### config.mk
export PLATFORM = sky130hd
export DESIGN_NAME = seg_display_scheduler
export DESIGN_NICKNAME = d
export VERILOG_FILES = /design/src/rtl/seg_disp_pkg.sv /design/src/rtl/seg_hex_decoder.sv /design/src/rtl/seg_display_scheduler.sv
export SDC_FILE = /design/constraint.sdc
export NUM_CORES = 1
export LEC_CHECK = 0
export ABC_AREA = 0
export CAP_MARGIN = 0
export CORE_MARGIN = 5
export CORE_UTILIZATION = 55
export CTS_BUF_LIST = sky130_fd_sc_hd__clkbuf_16
export DETAILED_ROUTE_END_ITERATION = 10
export PLACE_DENSITY = 0.8
export SLEW_MARGIN = 20
export SYNTH_ARGS = -nofsm -noshare
export SYNTH_HDL_FRONTEND = slang
export SYNTH_SLANG_ARGS = --single-unit
### constraint.sdc
create_clock -name clk -period 3.75 [get_ports clk]
set_clock_uncertainty 0.15 [all_clocks]
set_input_delay 0.375 -clock clk [delete_from_list [all_inputs] [get_ports clk]]
set_output_delay 0.375 -clock clk [all_outputs]
set_load 0.05 [all_outputs]
### src/rtl/seg_disp_pkg.sv
// Shared types and constants for the multiplexed 3-digit 7-segment display scheduler.
package seg_disp_pkg;

  typedef enum logic [1:0] {
    BLANK = 2'd0,
    SHOW0 = 2'd1,
    HOLD1 = 2'd2,
    SHOW1 = 2'd3
  } disp_state_t;

  localparam logic [1:0] GRANT_NONE = 2'b00;
  localparam logic [1:0] GRANT_SRC0 = 2'b01;
  localparam logic [1:0] GRANT_SRC1 = 2'b10;

  localparam int unsigned NUM_DIGITS = 3;

  localparam logic [3:0] EN_OFF  = 4'b1111;
  localparam logic [3:0] EN_DIG0 = 4'b1110;
  localparam logic [3:0] EN_DIG1 = 4'b1101;
  localparam logic [3:0] EN_DIG2 = 4'b1011;

  localparam logic [6:0] SEG_BLANK = 7'b1111111;

  function automatic logic [3:0] digit_enable(input logic [1:0] idx);
    case (idx)
      2'd0:    digit_enable = EN_DIG0;
      2'd1:    digit_enable = EN_DIG1;
      2'd2:    digit_enable = EN_DIG2;
      default: digit_enable = EN_OFF;
    endcase
  endfunction

  function automatic logic [1:0] grant_of(input disp_state_t s);
    case (s)
      SHOW0:        grant_of = GRANT_SRC0;
      HOLD1, SHOW1: grant_of = GRANT_SRC1;
      default:      grant_of = GRANT_NONE;
    endcase
  endfunction

endpackage

### src/rtl/seg_hex_decoder.sv
// Combinational nibble to active-low 7-segment pattern (gfedcba order).
module seg_hex_decoder
  import seg_disp_pkg::*;
(
  input  logic [3:0] nibble,
  output logic [6:0] seg
);

  always_comb begin
    seg = SEG_BLANK;
    case (nibble)
      4'h0: seg = 7'b1000000;
      4'h1: seg = 7'b1111001;
      4'h2: seg = 7'b0100100;
      4'h3: seg = 7'b0110000;
      4'h4: seg = 7'b0011001;
      4'h5: seg = 7'b0010010;
      4'h6: seg = 7'b0000010;
      4'h7: seg = 7'b1111000;
      4'h8: seg = 7'b0000000;
      4'h9: seg = 7'b0010000;
      4'hA: seg = 7'b0001000;
      4'hB: seg = 7'b0000011;
      4'hC: seg = 7'b1000110;
      4'hD: seg = 7'b0100001;
      4'hE: seg = 7'b0000110;
      4'hF: seg = 7'b0001110;
      default: seg = SEG_BLANK;
    endcase
  end

endmodule

### src/rtl/seg_display_scheduler.sv
// Arbitrates the 3-digit display between a background and a high-priority source and scans it.
// Optional SEG_DIM_EN adds a 'dim' input giving 25 % digit-enable duty.
module seg_display_scheduler
  import seg_disp_pkg::*;
#(
  parameter int unsigned SCAN_DIV     = 48000,
  parameter int unsigned UPDATE_DIV   = 6000000,
  parameter int unsigned HOLD_UPDATES = 4
) (
  input  logic       clk,
  input  logic       rst,
`ifdef SEG_DIM_EN
  input  logic       dim,
`endif
  input  logic       req0,
  input  logic [3:0] src0_d0,
  input  logic [3:0] src0_d1,
  input  logic [3:0] src0_d2,
  input  logic [2:0] src0_dp,
  input  logic       req1,
  input  logic [3:0] src1_d0,
  input  logic [3:0] src1_d1,
  input  logic [3:0] src1_d2,
  input  logic [2:0] src1_dp,
  output logic       ack0,
  output logic       ack1,
  output logic [1:0] grant,
  output logic [3:0] en,
  output logic [6:0] svn_conf,
  output logic       DP
);

  localparam int unsigned SCAN_W = (SCAN_DIV > 1) ? $clog2(SCAN_DIV) : 1;
  localparam int unsigned UPD_W  = (UPDATE_DIV > 1) ? $clog2(UPDATE_DIV) : 1;
  localparam int unsigned HOLD_W = (HOLD_UPDATES > 1) ? $clog2(HOLD_UPDATES) : 1;

  localparam logic [SCAN_W-1:0] SCAN_LAST = SCAN_W'(SCAN_DIV - 1);
  localparam logic [UPD_W-1:0]  UPD_LAST  = UPD_W'(UPDATE_DIV - 1);
  localparam logic [HOLD_W-1:0] HOLD_INIT = HOLD_W'(HOLD_UPDATES - 1);
  localparam logic [1:0]        IDX_LAST  = 2'(NUM_DIGITS - 1);

  logic [SCAN_W-1:0] scan_cnt;
  logic [UPD_W-1:0]  upd_cnt;
  logic [1:0]        digit_idx;
  logic [HOLD_W-1:0] hold_cnt;
  logic [HOLD_W-1:0] nxt_hold;
  disp_state_t       state;
  disp_state_t       nxt_state;
  logic              tick;
  logic              load0;
  logic              load1;
  logic              dim_off;

  logic [NUM_DIGITS-1:0][3:0] shadow_d;
  logic [NUM_DIGITS-1:0]      shadow_dp;
  logic [6:0]                 seg_dec;

  assign tick = (upd_cnt == UPD_LAST);

`ifdef SEG_DIM_EN
  assign dim_off = dim && (scan_cnt >= SCAN_W'(SCAN_DIV / 4));
`else
  assign dim_off = 1'b0;
`endif

  always_ff @(posedge clk) begin
    if (rst) begin
      scan_cnt  <= '0;
      digit_idx <= '0;
    end else if (scan_cnt == SCAN_LAST) begin
      scan_cnt  <= '0;
      digit_idx <= (digit_idx == IDX_LAST) ? '0 : digit_idx + 2'd1;
    end else begin
      scan_cnt <= scan_cnt + 1'b1;
    end
  end

  always_ff @(posedge clk) begin
    if (rst)       upd_cnt <= '0;
    else if (tick) upd_cnt <= '0;
    else           upd_cnt <= upd_cnt + 1'b1;
  end

  // An expired hold falls straight through to the SHOW1 rules in the same tick.
  always_comb begin
    nxt_state = state;
    nxt_hold  = hold_cnt;
    load0     = 1'b0;
    load1     = 1'b0;
    if (tick) begin
      case (state)
        BLANK, SHOW0: begin
          if (req1) begin
            nxt_state = HOLD1;
            nxt_hold  = HOLD_INIT;
            load1     = 1'b1;
          end else if (req0) begin
            nxt_state = SHOW0;
            load0     = 1'b1;
          end else begin
            nxt_state = BLANK;
          end
        end
        default: begin
          if (state == HOLD1 && hold_cnt != '0) begin
            nxt_hold = hold_cnt - 1'b1;
            load1    = req1;
          end else if (req1) begin
            nxt_state = SHOW1;
            load1     = 1'b1;
          end else if (req0) begin
            nxt_state = SHOW0;
            load0     = 1'b1;
          end else begin
            nxt_state = BLANK;
          end
        end
      endcase
    end
  end

  always_ff @(posedge clk) begin
    if (rst) begin
      state     <= BLANK;
      hold_cnt  <= '0;
      grant     <= GRANT_NONE;
      ack0      <= 1'b0;
      ack1      <= 1'b0;
      shadow_d  <= '0;
      shadow_dp <= '0;
    end else begin
      state    <= nxt_state;
      hold_cnt <= nxt_hold;
      ack0     <= load0;
      ack1     <= load1;
      if (tick) grant <= grant_of(nxt_state);
      if (load1) begin
        shadow_d  <= {src1_d2, src1_d1, src1_d0};
        shadow_dp <= src1_dp;
      end else if (load0) begin
        shadow_d  <= {src0_d2, src0_d1, src0_d0};
        shadow_dp <= src0_dp;
      end
    end
  end

  seg_hex_decoder u_dec (
    .nibble (shadow_d[digit_idx]),
    .seg    (seg_dec)
  );

  always_ff @(posedge clk) begin
    if (rst || state == BLANK) begin
      en       <= EN_OFF;
      svn_conf <= SEG_BLANK;
      DP       <= 1'b1;
    end else begin
      en       <= dim_off ? EN_OFF : digit_enable(digit_idx);
      svn_conf <= seg_dec;
      DP       <= ~shadow_dp[digit_idx];
    end
  end

endmodule

# Word-level counts from Yosys, hierarchy flattened
# Memory sizes are Yosys's and may differ from the RTL's. A register that Yosys moved wholly into a read port is not among the register bits.
# Index checks and enable logic that the tools add are counted.
# Widths: inputs -> output; s select.
# totals
regBits	69
latch_bits	0
mem_bits_rw	0
mem_bits_ro	112
input_bits	34
output_inout_bits	16
wordCells	72
memories	1
# op_classes
n_addsub	4
mul	0
n_div	0
magnitude_cmp	1
eq_ne	10
shifts	0
n_mux	29
bitwise_logic	1
reduce_logical	12
# mem_list
memory	words	width	rd	rd_clocked_by_memory_dff	write_ports	line	text
(no name shown)	16	7	1	1	0	seg_hex_decoder.sv:11	case (nibble)
# ops
op	count
$mux 12	2
$add 23x1->23 const B	1
$eq 23x23->1 const B	1
$mux 2	9
$add 16x1->16 const B	1
$eq 16x16->1 const B	1
$mux 1	11
$pmux 3 s3	1
$bmux 4 s2	1
$eq 2x2->1 const B	4
$reduce_or 2->1	4
$eq 2x1->1 const B	3
$mux 3	2
$reduce_bool 2->1	3
$logic_not 2->1	2
$mux 4	1
$pmux 2 s2	1
$lt 2x3->1 const B	1
$reduce_and 3->1	1
$add 2x1->2 const B	1
$bmux 1 s2	1
$ne 2x2->1 const B	1
$sub 2x1->2 const B	1
$logic_and 1x1->1	1
other kinds (2)	2

# Depth between registers and ports, before layout
# Gate-level depths: netlist of run 1.
# depth
word_depth	8
ltp_mapped	10
depth_no_buf	8

# Modules after synthesis
# A second synthesis of run 1 with hierarchy kept.
# hier_totals
hier_cells	410
area_unflattened_um2	3694.8
# by_module_without_submodules
module	n_inst	cells_each	area_each_um2	seq_area_each_um2
seg_display_scheduler	1	378	3419.5	1501.4
seg_hex_decoder	1	32	275.3	0.0

# Worst setup path before layout of run 1
# No wires, ideal clock.
# synth_timing
path_type	register to register
start	register digit_idx[1]
end	register svn_conf[3]
setup_time_ps	148
t_arrival_ps	1867
required_ps	3452
path_slack_ps	1585
stages_incl_launch_ff	10
n_path_buf	2
period_less_slack_ps	2165
path_cell_list	dfxtp_1 -> clkbuf_1 -> buf_2 -> mux2i_1 -> o22ai_1 -> inv_1 -> ha_1 -> inv_1 -> nor2_1 -> o221ai_1
# synth_between
elab_chain_cells	2
# synth_rtl
element	line	text
start, declared	seg_display_scheduler.sv:44	logic [1:0] digit_idx;
start signal, assigned	seg_display_scheduler.sv:72	digit_idx <= (digit_idx == IDX_LAST) ? '0 : digit_idx + 2'd1;
$bmux 4 s2	seg_display_scheduler.sv:148	.nibble (shadow_d[digit_idx]),
$mux 4 (implied by the code)	seg_display_scheduler.sv:148	
end, declared	seg_display_scheduler.sv:29	output logic [6:0] svn_conf,
# Every way passes these cells. The select of a mux whose other input is x is not followed.
# A chain may end at the register's enable or synchronous reset.

# Worst setup path after layout of run 1
# layout_timing
start	register upd_cnt[0]
end	register upd_cnt[12]
# layout_between
elab_chain_cells	2
word_cells_on_any_way	3
cone_classes	add/sub: 1; eq/ne: 1; reduce/logical: 1
# layout_rtl
element	line	text
start, declared	seg_display_scheduler.sv:43	logic [UPD_W-1:0] upd_cnt;
start signal, assigned	seg_display_scheduler.sv:81	else upd_cnt <= upd_cnt + 1'b1;
parallel branches: the longest is 2 deep, another holds $add 23x1->23	--	
# Parallel ways; which one is timed is not known.

==> load_flow_metrics.sql, run 1 <==
INSERT INTO impl_metrics (metric_group, metric, value, unit) VALUES
('clock_tree', 'clock_tree.buffer_depth', '2', ''),
('clock_tree', 'post_cts_resize_count', '0', ''),
('floorplanning', 'design.die.area', '0.00803', 'mm2'),
('place', 'port_buffers', '48', ''),
('drt', 'drt_first_iter_violations', '97', ''),
('logic_synthesis', 'yosys.area.top_type_share', '43.1', '%'),
('place', 'place_area', '0.00398', 'mm2'),
('critical_path', 'cp_num_buf_inv', '0', ''),
('cells_and_area', 'area_growth_syn_to_layout', '24.6', '%'),
('clock_tree', 'cts_tree', 'done', ''),
('sta', 'setup_viol', '0', ''),
('critical_path', 'timing.critical_path.max_delay_family', 'simple AND/OR/NAND/NOR gates', ''),
('global_routing', 'grt_antenna_before_repair', '0', ''),
('logic_synthesis', 'synthFlopType', 'sky130_fd_sc_hd__dfxtp_1', ''),
('sta', 'max_freq', '385', 'MHz'),
('drt', 'drt_first_pass_iters', '4', ''),
('clock_tree', 'cts.htree.levels', '3', ''),
('cells_and_area', 'final-instance-count-excl-fill', '509', ''),
('clock_tree', 'setup_fix_buffers_added_after_clock_tree_synthesis', '0', ''),
('global_routing', 'pin_count_of_the_biggest_net_entering_global_routing', '31', ''),
('critical_path', 'cp-start-kind', 'flop', ''),
('sta', 'total_count_of_max_transition_violations_in_the_final_report', '0', ''),
('critical_path', 'worst_ep_arrival_time', '2.62', 'ns'),
('global_routing', 'track_usage', '19.5', '%'),
('critical_path', 'ff2ff_setup_slack', '1.15', 'ns'),
('cells_and_area', 'most-common-layout-cells', 'sky130_fd_sc_hd__dfxtp_1 (75), sky130_fd_sc_hd__nor2_1 (58), sky130_fd_sc_hd__clkdlybuf4s50_1 (48), sky130_fd_sc_hd__nand2_1 (28), sky130_fd_sc_hd__xnor2_1 (21)', ''),
('cells_and_area', 'layout_commonest_cell', 'sky130_fd_sc_hd__dfxtp_1', ''),
('clock_tree', 'tritoncts_num_sinks', '75', ''),
('clock_tree', 'clkSlewWorstSetupHoldPaths', '0.05', 'ns'),
('status', 'status', 'finished clean', ''),
('sta', 'period_share', '69.3', '%'),
('cells_and_area', 'drive_gt1_share', '10.4', '%'),
('floorplanning', 'die_w', '89.6', 'um'),
('cells_and_area', 'final_core_util', '69.5', '%'),
('logic_synthesis', 'postSynth.asyncResetShare', '0', '%'),
('clock_tree', 'clock_latency', '0.33', 'ns'),
('pwr', 'ir_drop', '0.282', 'mV'),
('global_routing', 'first_global_vias', '2775', ''),
('drt', 'via_per_inst', '5.59', ''),
('cells_and_area', 'nets_final', '470', ''),
('sta', 'min_period', '2.60', 'ns'),
('sta', 'total_count_of_hold_check_failures_in_the_final_report', '0', ''),
('global_routing', 'grt_pass1_wl', '12.2', 'mm'),
('logic_synthesis', 'syn-instance-count', '382', ''),
('place', 'place.detailed.instances', '493', ''),
('drt', 'drt_drc_violations_left', '0', ''),
('critical_path', 'timing.critical_path.required', '3.78', 'ns'),
('logic_synthesis', 'synth-edff-count', '0', ''),
('sta', 'fin_tns_setup', '0', 'ns'),
('run', 'maxCapViolations', '0', ''),
('logic_synthesis', 'synth.area.top_cells', 'sky130_fd_sc_hd__dfxtp_1 (43%), sky130_fd_sc_hd__nor2_1 (6.2%), sky130_fd_sc_hd__xnor2_1 (5.3%)', ''),
('critical_path', 'path_max_fanout', '22', ''),
('critical_path', 'critPathKind', 'reg -> reg', ''),
('logic_synthesis', 'synth.yosys.warnings', '0', ''),
('place', 'routability_cong', '0.836', ''),
('sta', 'rsz0062_at_grt', 'no', ''),
('logic_synthesis', 'synth.distinct_cells', '46', ''),
('worst_hold_path', 'min_path_type', 'reg -> reg', ''),
('clock_tree', 'cts_hold_repair.buffers', '0', ''),
('clock_tree', 'master_cell_of_the_clock_root_buffer', 'sky130_fd_sc_hd__clkbuf_16', ''),
('floorplanning', 'core_area', '0.00624', 'mm2'),
('floorplanning', 'core.rowCount', '29', ''),
('cells_and_area', 'finalInstanceArea', '0.00434', 'mm2'),
('floorplanning', 'initial_core_util', '55.8', '%'),
('global_routing', 'globalRoute.totalOverflow', '0', ''),
('logic_synthesis', 'synth.ff_latch_count', '75', ''),
('logic_synthesis', 'avg_cell_area_syn', '9.12', 'um2'),
('cells_and_area', 'antenna-diode-count', '0', ''),
('pwr', 'cellPowerDensity', '441', 'mW/mm2'),
('logic_synthesis', 'sequential_to_total_area_share_from_yosys_stat', '43.1', '%'),
('floorplanning', 'floorplan.die.height', '89.6', 'um');
worst reg2reg max path, cell delays in order (launching register included):
cell,delay (ns)
sky130_fd_sc_hd__dfxtp_1,0.36
sky130_fd_sc_hd__ha_1,0.21
sky130_fd_sc_hd__and4_1,0.39
sky130_fd_sc_hd__nand2_8,0.12
sky130_fd_sc_hd__or3_1,0.47
sky130_fd_sc_hd__nand2b_1,0.63
sky130_fd_sc_hd__nor2_1,0.13
per-stage QoR:
step	hold slack [ns]	worst slack [ns]	power (mW)
floorplan	0.280	1.58	0.863
global placement	0.289	1.26	0.903
detailed placement	0.307	1.17	0.905
CTS	0.319	1.14	1.92
global route	0.347	0.904	1.96
finish	0.309	1.15	1.91
worst paths after layout:
kind                         start                     end  cells after the start
max          upd_cnt[0]$_SDFF_PP0_  upd_cnt[12]$_SDFF_PP0_                      6
min          upd_cnt[0]$_SDFF_PP0_   upd_cnt[0]$_SDFF_PP0_                      1
max reg2reg  upd_cnt[0]$_SDFF_PP0_  upd_cnt[12]$_SDFF_PP0_                      6
min reg2reg  upd_cnt[0]$_SDFF_PP0_   upd_cnt[0]$_SDFF_PP0_                      1
synthesized netlist by cell type (all sizes together) (2+ instances only):
cell	instances
a211oi	15
a21oi	5
a31oi	2
and3	6
and4	6
buf	10
clkbuf	6
dfxtp	75
ha	9
inv	11
mux2i	12
nand2	30
nand2b	5
nand3	17
nand4	5
nor2	69
nor3	13
nor4	3
nor4b	2
o21a	4
o21ai	4
o221ai	5
o22ai	20
or3	4
xnor2	21
xor2	14
power breakdown:
part	total (mW)	internal [mW]	switching (mW)	leakage, nW
combinational	0.0796	0.0428	0.0368	0.677
clock	1.03	0.710	0.317	0.176
sequential	0.808	0.803	0.00525	0.606
total	1.91	1.56	0.359	1.46
sequential cells by signal, indices dropped and copies added (netlist names):
name       cells
en             3
shadow_d      12
DP             1
shadow_dp      3
ack1           1
grant          2
scan_cnt      16
state          2
upd_cnt       23
ack0           1
digit_idx      2
svn_conf       7
hold_cnt       2
logic make-up after synthesis:
kind of cell	after synthesis	synth area share [%]
and+or+nand+nor	166	25.0
other	1	0.108
buffers and inverters	27	3.84
AOI/OAI and AO/OA	57	12.5
xor gates and xnor gates	35	8.80
adders and majority gates	9	3.23
DFF	75	43.1
muxes	12	3.45
layer usage:
layer | global-route usage (%) | vias up | part of all wire, %
li1 | - | 1420 | -
met1 | 23.7 | 1342 | 43
met2 | 32.8 | 67 | 50
met3 | 3.65 | 16 | 4.5
met4 | 10.0 | 0 | 1.9
met5 | 0 | - | 0
final cells by class:
type,count,area (um2)
clock buffers,9,225
clock inverters,7,131
fillers,472,1900
inverters,11,41.3
multi-input cells,280,1850
flip-flops and latches,75,1500
well taps,77,96.3
repair buffers,50,495
Note: power is estimated with default switching activity, not from simulation.
==> inputs of run 2 (changes only) <==
--- a/config.mk
+++ b/config.mk
@@ -8,10 +8,10 @@
 export ABC_AREA = 0
 export CAP_MARGIN = 0
 export CORE_MARGIN = 5
-export CORE_UTILIZATION = 55
+export CORE_UTILIZATION = 49
 export CTS_BUF_LIST = sky130_fd_sc_hd__clkbuf_16
 export DETAILED_ROUTE_END_ITERATION = 10
-export PLACE_DENSITY = 0.8
+export PLACE_DENSITY = 0.76
 export SLEW_MARGIN = 20
 export SYNTH_ARGS = -nofsm -noshare
 export SYNTH_HDL_FRONTEND = slang
==> constraint.sdc (replaced) <==
create_clock -name clk -period 2.2 [get_ports clk]
set_clock_uncertainty 0.15 [all_clocks]
set_input_delay 0.22 -clock clk [delete_from_list [all_inputs] [get_ports clk]]
set_output_delay 0.22 -clock clk [all_outputs]
set_load 0.05 [all_outputs]
==> load_flow_metrics.sql, run 2 (synthesis gave the netlist of run 1 again) <==
INSERT INTO impl_metrics (metric_group, metric, value, unit) VALUES
('critical_path', 'critPathCaptureType', 'flop', ''),
('floorplanning', 'ioPinCount', '50', ''),
('worst_hold_path', 'min_path_type', 'reg -> reg', ''),
('floorplanning', 'core.rowCount', '30', ''),
('critical_path', 'worst_ep_arrival_time', '2.14', 'ns'),
('clock_tree', 'clock_tree.buffer_depth', '2', ''),
('run', 'maxCapViolations', '0', ''),
('pwr', 'power.leakage', '1.50', 'nW'),
('sta', 'rsz0062_at_grt', 'no', ''),
('global_routing', 'first_global_vias', '2725', ''),
('cells_and_area', 'drive_gt1_share', '13.3', '%'),
('cells_and_area', 'nets_final', '484', ''),
('critical_path', 'cp-start-kind', 'flop', ''),
('place', 'place.detailed.instances', '526', ''),
('clock_tree', 'cts-buffers-inserted', '9', ''),
('critical_path', 'worst_path_largest_cell_delay', '0.37', 'ns'),
('drt', 'final_ant_viol_nets', '0', ''),
('cells_and_area', 'layout.filler_cells', '567', ''),
('sta', 'max_freq', '486', 'MHz'),
('drt', 'via_per_inst', '5.19', ''),
('pwr', 'ir_drop', '0.433', 'mV'),
('place', 'detailedPlacementHpwl', '5.48', 'mm'),
('cells_and_area', 'antenna-diode-count', '0', ''),
('floorplanning', 'design.die.area', '0.00890', 'mm2'),
('cells_and_area', 'finalInstanceArea', '0.00442', 'mm2'),
('pwr', 'totalPowerFinal', '2.77', 'mW'),
('critical_path', 'crit_path_top_delay_cell', 'sky130_fd_sc_hd__dfxtp_1', ''),
('global_routing', 'globalRoute.totalOverflow', '0', ''),
('floorplanning', 'die_w', '94.3', 'um'),
('clock_tree', 'setup_fix_buffers_added_after_clock_tree_synthesis', '0', ''),
('clock_tree', 'tritoncts_num_sinks', '75', ''),
('sta', 'period_share', '93.6', '%'),
('cells_and_area', 'reg.largest.list', 'upd_cnt: 23 flops, scan_cnt: 16 flops, shadow_d: 12 flops', ''),
('cells_and_area', 'registers.top_by_ff_count', 'upd_cnt', ''),
('critical_path', 'timing.critical_path.required', '2.28', 'ns'),
('cells_and_area', 'final-instance-count-excl-fill', '541', ''),
('place', 'place_area', '0.00416', 'mm2'),
('sta', 'tightestPinTransition', '0.517', 'ns'),
('sta', 'min_period', '2.06', 'ns'),
('sta', 'total_count_of_max_transition_violations_in_the_final_report', '0', ''),
('floorplanning', 'core_area', '0.00687', 'mm2'),
('pwr', 'cellPowerDensity', '627', 'mW/mm2'),
('global_routing', 'pin_count_of_the_biggest_net_entering_global_routing', '23', ''),
('place', 'routability_cong', '0.827', ''),
('cells_and_area', 'largest_reg_flops', '23', ''),
('global_routing', 'track_usage', '17.2', '%'),
('drt', 'vias', '2810', ''),
('cells_and_area', 'most-common-layout-cells', 'sky130_fd_sc_hd__dfxtp_1 (75), sky130_fd_sc_hd__nor2_1 (58), sky130_fd_sc_hd__clkdlybuf4s50_1 (48), sky130_fd_sc_hd__nand2_1 (28), sky130_fd_sc_hd__xnor2_1 (21)', ''),
('floorplanning', 'initial_core_util', '50.7', '%'),
('clock_tree', 'cts_hold_repair.buffers', '0', ''),
('floorplanning', 'floorplan.die.height', '94.3', 'um'),
('drt', 'wl_per_cell', '13.5', 'um'),
('clock_tree', 'cts_tree', 'done', ''),
('clock_tree', 'master_cell_of_the_clock_root_buffer', 'sky130_fd_sc_hd__clkbuf_16', ''),
('critical_path', 'timing.critical_path.max_delay_family', 'simple AND/OR/NAND/NOR gates', ''),
('sta', 'fin_tns_setup', '0', 'ns'),
('drt', 'drt_first_iter_violations', '134', ''),
('clock_tree', 'clkSlewWorstSetupHoldPaths', '0.05', 'ns'),
('critical_path', 'critPathKind', 'reg -> reg', ''),
('sta', 'setup_viol', '0', ''),
('drt', 'drt_first_pass_iters', '4', ''),
('global_routing', 'grt_pass1_wl', '12.3', 'mm'),
('drt', 'routed_wl', '7.30', 'mm'),
('sta', 'worst_hold_slack', '0.312', 'ns'),
('place', 'port_buffers', '48', ''),
('clock_tree', 'clock_latency', '0.32', 'ns'),
('clock_tree', 'cts.htree.levels', '3', ''),
('drt', 'drt_drc_violations_left', '0', ''),
('critical_path', 'path_max_fanout', '15', ''),
('status', 'status', 'finished clean', ''),
('sta', 'timing.max_slew.rel_slack', '65.4', '%'),
('critical_path', 'cp_cell_sequence', 'ha_1, and4_2, nand2_8, nor4_4, buf_12, nor2_1, a211oi_1', ''),
('critical_path', 'cp_num_buf_inv', '1', ''),
('cells_and_area', 'area_growth_syn_to_layout', '26.7', '%'),
('global_routing', 'grt_antenna_before_repair', '0', ''),
('sta', 'total_count_of_hold_check_failures_in_the_final_report', '0', ''),
('cells_and_area', 'layout_commonest_cell', 'sky130_fd_sc_hd__dfxtp_1', '');
run 2: cell types whose count changed in the layout (fill, tap and decap cells not counted), sizes merged:
| cell | delta |
|---|---|
| buf | +14 |
| bufinv | -4 |
| clkinv | +2 |
| inv | +1 |
run 2: power by group:
| group | internal [mW] | switching (mW) |
|---|---|---|
| sequential | 1.37 | 0.00923 |
| combinational | 0.0835 | 0.0652 |
| clock | 0.737 | 0.507 |
| total | 2.19 | 0.581 |
run 2: what timing repair did:
item	CTS	global route
setup endpoints to repair	0	35
hold endpoints to repair	0	0
gates resized for setup	0	1
run 2: per-stage QoR:
stage               setup WS [ns]  util, %
floorplan                  0.0348        -
global placement            0.144     60.6
detailed placement         0.0804     60.6
CTS                        0.0564     64.3
global route              0.00573     64.3
finish                      0.142     64.3
run 2: worst paths after layout:
path	startpoint	end	slack (ns)	cells past startpoint
worst min-delay path	upd_cnt[0]$_SDFF_PP0_	upd_cnt[0]$_SDFF_PP0_	0.31	1
worst max-delay path	upd_cnt[0]$_SDFF_PP0_	shadow_d[8]$_SDFFE_PP0P_	0.14	7
worst min register to register	upd_cnt[0]$_SDFF_PP0_	upd_cnt[0]$_SDFF_PP0_	0.31	1
worst max register to register	upd_cnt[0]$_SDFF_PP0_	shadow_d[8]$_SDFFE_PP0P_	0.14	7
run 2: cell type report:
class / count / area (um2) / area share, %
inverters: 11 / 41.3 / 0.935
well taps: 96 / 120 / 2.72
flip-flops and latches: 75 / 1500 / 34.0
multi-input cells: 280 / 1850 / 41.9
clock inverters: 6 / 26.3 / 0.595
repair buffers: 64 / 651 / 14.7
clock buffers: 9 / 225 / 5.10
run 2: metal layers:
| layer | wire [um] | up-vias | track usage (%) | part of all wire, % |
|---|---|---|---|---|
| met4 | 59 | 0 | 5.17 | 0.81 |
| met5 | 0 | - | 0 | 0 |
| met1 | 3370 | 1312 | 21.9 | 46 |
| met3 | 280 | 4 | 4.46 | 3.8 |
| li1 | - | 1454 | - | - |
| met2 | 3590 | 40 | 28.7 | 49 |
==> edit 1 (flow settings as in run 2) <==
The parameter `UPDATE_DIV` goes from 6000000 to 24000000.
--- a/src/rtl/seg_display_scheduler.sv
+++ b/src/rtl/seg_display_scheduler.sv
@@ -4,7 +4,7 @@
   import seg_disp_pkg::*;
 #(
   parameter int unsigned SCAN_DIV     = 48000,
-  parameter int unsigned UPDATE_DIV   = 6000000,
+  parameter int unsigned UPDATE_DIV   = 24000000,
   parameter int unsigned HOLD_UPDATES = 4
 ) (
   input  logic       clk,
Formal check against the unedited RTL: same outputs for any inputs over 10 cycles, from zero or initial values and one cycle with rst high; that may be too few to reach the edited logic, so the function may still have changed.
==> edit 1 against run 2 <==
  * Sequential cell count grew 2
  * Area after synthesis grew 1.4%
  * Routed wire length grew 11%
  * Power grew 11%
  * Utilization grew 1.6 points
  * Highest routed layer unchanged
  * Fmax shrank 3.4%
  * Design area grew 6.5%
  * First-iteration DRC count shrank 18%
  * Final cell count grew 4.4%
  * Synthesized cell count grew 2.1%
  * Setup slack lost 0.072 ns
==> edit 1: results (changes against run 2) <==
\begin{tabular}{lr}
\hline
Metric & Value \\
\hline
\multicolumn{2}{l}{\textbf{Final layout}} \\
Layout filler cell count & 583 (+2.8\%) \\
Fraction of layout instances using a drive strength above 1 & 17.4\% (+4.1 points) \\
Largest registers & upd\_cnt x25, scan\_cnt x16, shadow\_d x12 \\
\multicolumn{2}{l}{\textbf{Global routing}} \\
Met3 track demand over resource & 4.94\% (+0.48 points) \\
Met1 GRT Util & 22.3\% (+0.37 points) \\
Overall fraction of global-route tracks in use & 18.4\% (+1.2 points) \\
Number of global-route vias before repair & 2,819 (+3.4\%) \\
\multicolumn{2}{l}{\textbf{STA}} \\
Fmax & 0.469 GHz (-3.4\%) \\
Slew margin rel. & 58.6\% (-6.8 points) \\
\multicolumn{2}{l}{\textbf{Synth}} \\
Share of the synthesized netlist area taken by xor and xnor gates & 9.17\% (+0.37 points) \\
Commonest cells in the synthesized netlist & dfxtp\_1, nor2\_1, inv\_1 \\
Average cell area after synthesis & 9.06 um2 (-0.68\%) \\
Post-synth net total & 433 (+1.9\%) \\
Portion of netlist area occupied by mux cells & 4.04\% (+0.59 points) \\
Leading post-synthesis cells by cell area & dfxtp\_1, nor2\_1, xor2\_1 \\
\multicolumn{2}{l}{\textbf{Power and ir drop}} \\
Portion of total power attributed to combinational logic & 5.2\% (-0.2 points) \\
IR drop worst, VDD & 475 uV (+9.5\%) \\
Clock network fraction of total power & 48.9\% (+4.0 points) \\
Pwr dens & 655 nW/um2 (+4.4\%) \\
Switching share of power & 20.0\% (-1.0 points) \\
\multicolumn{2}{l}{\textbf{Routing}} \\
Iter 0 DRT Violations & 110 (-18\%) \\
Met1 layer wirelength in the final routing & 3490 um (+3.6\%) \\
Vias per std cell & 5.16 (-0.64\%) \\
Met2 wire length & 4140 um (+15\%) \\
Detailed-route via count & 2,916 (+3.8\%) \\
\multicolumn{2}{l}{\textbf{Worst setup path}} \\
Logic depth of the worst register-to-register path & 6 (-1) \\
\multicolumn{2}{l}{\textbf{Placed design}} \\
Worst slack after detailed placement & 0.0213 ns (-0.0591 ns) \\
Gp weighted congestion & 0.859 (+3.8\%) \\
Placed wire-length estimate & 5720 um (+4.5\%) \\
\multicolumn{2}{l}{\textbf{Run status}} \\
Run status & complete, no violations \\
\multicolumn{2}{l}{\textbf{Min path}} \\
Number of instances on the worst hold path & 2 (+1) \\
\hline
\end{tabular}
## edit 1: metrics by stage
stage | utilization (%) | hold slack (ns)
global route | 65.9 | 0.330
floorplan | - | 0.291
CTS | 64.9 | 0.318
detailed placement | 60.6 | 0.306
finish | 65.9 | 0.309
global placement | 60.6 | 0.299
## edit 1: what timing repair did
action | in CTS | in global routing
gates resized for setup | 1 | 18
endpoints found under the setup margin | 1 | 16
setup buffers | 0 | 1
pin swaps | 0 | 3
## edit 1: final timing paths
| check | from | end | slack [ns] |
|---|---|---|---|
| worst max-delay path | upd_cnt[8] | shadow_d[9] | 0.07 |
| worst max register to register | upd_cnt[8] | shadow_d[9] | 0.07 |
| worst min register to register | shadow_dp[0] | shadow_dp[0] | 0.31 |
| worst min-delay path | shadow_dp[0] | shadow_dp[0] | 0.31 |
## edit 1: cell type report
type	instances	area share (%)
multi-input combinational	264	39.3
sequential	77	33.0
timing repair buffer	82	16.4
clock buffer	9	4.79
tap	99	2.63
inverter	27	2.15
clock inverter	7	1.70
==> edit 2 (flow settings as in run 2) <==
Without the edit above. Re-encode `disp_state_t` (4 states) as one-hot, 4 bits wide.
--- a/src/rtl/seg_disp_pkg.sv
+++ b/src/rtl/seg_disp_pkg.sv
@@ -1,11 +1,11 @@
 // Shared types and constants for the multiplexed 3-digit 7-segment display scheduler.
 package seg_disp_pkg;
 
-  typedef enum logic [1:0] {
-    BLANK = 2'd0,
-    SHOW0 = 2'd1,
-    HOLD1 = 2'd2,
-    SHOW1 = 2'd3
+  typedef enum logic [3:0] {
+    BLANK = 4'b0001,
+    SHOW0 = 4'b0010,
+    HOLD1 = 4'b0100,
+    SHOW1 = 4'b1000
   } disp_state_t;
 
   localparam logic [1:0] GRANT_NONE = 2'b00;
Check against the original RTL: no difference found for any inputs over 10 cycles, from zero or initial values and one cycle with rst high; not proved beyond that.
==> edit 2 against run 2 <==
  * Routed wire length is 4.7% higher
  * Count of clock-buffer cells in the layout stayed put
  * Setup slack worse by 0.055 ns
  * Global-route usage is 0.42 points higher
  * Non-clock buffer count is 1 higher
  * Design area is 2.6% higher
  * Sequential cell count is 2 higher
  * Via count is 2.5% higher
  * Power is 6.5% higher
  * Area after synthesis is 1.9% higher
  * Die area is 1.7% higher
  * Combinational power is 5% lower
  * Critical path type unchanged
==> edit 2: results (changes against run 2) <==
\begin{tabular}{lr}
\hline
Metric & Value \\
\hline
\multicolumn{2}{l}{\textbf{Synth}} \\
Cell count after synthesis & 389 (+1.8\%) \\
Share of the synthesized netlist area taken by xor and xnor gates & 8.88\% (+0.082 points) \\
Post-synth net total & 432 (+1.6\%) \\
Leading post-synthesis cells by cell area & dfxtp\_1, nor2\_1, mux2i\_1 \\
Unique masters post-synth & 50 (+8.7\%) \\
Portion of netlist area occupied by mux cells & 6.84\% (+3.4 points) \\
Synthesized-area fraction occupied by ao, oa, aoi and oai cells & 9.48\% (-3.0 points) \\
Commonest cells in the synthesized netlist & dfxtp\_1, nor2\_1, nand2\_1 \\
Synthesized-area fraction occupied by adder cells & 3.17\% (-0.060 points) \\
Sequential share of the synthesized area & 43.4\% (+0.32 points) \\
Fraction of post-synthesis cell area in the top cell type by area & 43.4\% (+0.32 points) \\
Async set-reset flop share out of synthesis & 0\% (unchanged) \\
\multicolumn{2}{l}{\textbf{Placed design}} \\
Placed cell area & 4220 um2 (+1.4\%) \\
Worst slack after detailed placement & 0.0321 ns (-0.0483 ns) \\
Gp weighted congestion & 0.830 (+0.28\%) \\
Dpl cells & 535 (+1.7\%) \\
Placed wire-length estimate & 5480 um (+0.12\%) \\
\multicolumn{2}{l}{\textbf{Global routing}} \\
Largest net degree at the start of global routing & 27 (+17\%) \\
Wire length of the first global-routing pass & 12,600 um (+2.9\%) \\
Number of global-route vias before repair & 2,741 (+0.59\%) \\
Overall fraction of global-route tracks in use & 17.6\% (+0.42 points) \\
\multicolumn{2}{l}{\textbf{Worst setup path}} \\
Max incr delay on CP & 0.56 ns (+0.19 ns) \\
Largest fanout on the critical path & 7 (-8) \\
Data arrival time of the worst path & 2.18 ns (+0.04 ns) \\
Worst-path cell with the longest stage delay & or4\_4 \\
\multicolumn{2}{l}{\textbf{Routing}} \\
Detailed-route via count & 2,879 (+2.5\%) \\
Uppermost metal layer occupied by signal nets & met4 \\
Detailed route wirelength on metal3 & 341 um (+22\%) \\
Met2 wire length & 3700 um (+3.1\%) \\
Met1 layer wirelength in the final routing & 3470 um (+3.0\%) \\
Wirelength, routed & 7640 um (+4.7\%) \\
Iter 0 DRT Violations & 99 (-26\%) \\
\multicolumn{2}{l}{\textbf{Final layout}} \\
Final standard cell count with taps included and fillers excluded & 551 (+1.8\%) \\
Largest registers & upd\_cnt x23, scan\_cnt x16, shadow\_d x12 \\
Final \#Nets & 490 (+1.2\%) \\
Fraction of layout instances using a drive strength above 1 & 11.7\% (-1.5 points) \\
\multicolumn{2}{l}{\textbf{Power and ir drop}} \\
Lkg Pwr & 1.64 nW (+9.3\%) \\
Clock network fraction of total power & 47.3\% (+2.4 points) \\
Clock group power & 0.00139 W (+12\%) \\
IR drop worst, VDD & 586 uV (+35\%) \\
Portion of total power attributed to combinational logic & 4.8\% (-0.6 points) \\
Switching share of power & 20.5\% (-0.48 points) \\
\multicolumn{2}{l}{\textbf{Run status}} \\
Run status & complete, no violations \\
\multicolumn{2}{l}{\textbf{STA}} \\
Slew margin rel. & 64.7\% (-0.74 points) \\
\hline
\end{tabular}
==> edit 2: timing repair <==
item | CTS | global route
pin swaps | 0 | 0
endpoints found under the setup margin | 1 | 9
gates resized for setup | 2 | 5
==> edit 2: path summary, 6_finish.rpt <==
path	start	endpoint	slack, ns	cells past startpoint
max	upd_cnt[0]	shadow_d[11]	0.09	6
min	upd_cnt[0]	upd_cnt[0]	0.31	1
max reg2reg	upd_cnt[0]	shadow_d[11]	0.09	6
min reg2reg	upd_cnt[0]	upd_cnt[0]	0.31	1
==> edit 2: final cells by class <==
class | count | area (um2)
fill | 612 | 2610
multi-input combinational | 280 | 1890
sequential | 77 | 1540
timing repair buffer | 65 | 633
clock buffer | 9 | 225
tap | 99 | 124
clock inverter | 7 | 57.6
inverter | 14 | 52.6
==> edit 2: routing by layer <==
| layer | global-route usage, % | up-vias |
|---|---|---|
| met4 | 6.37 | 0 |
| met2 | 28.2 | 57 |
| met5 | 0 | - |
| met1 | 22.8 | 1354 |
| met3 | 4.74 | 13 |
| li1 | - | 1455 |
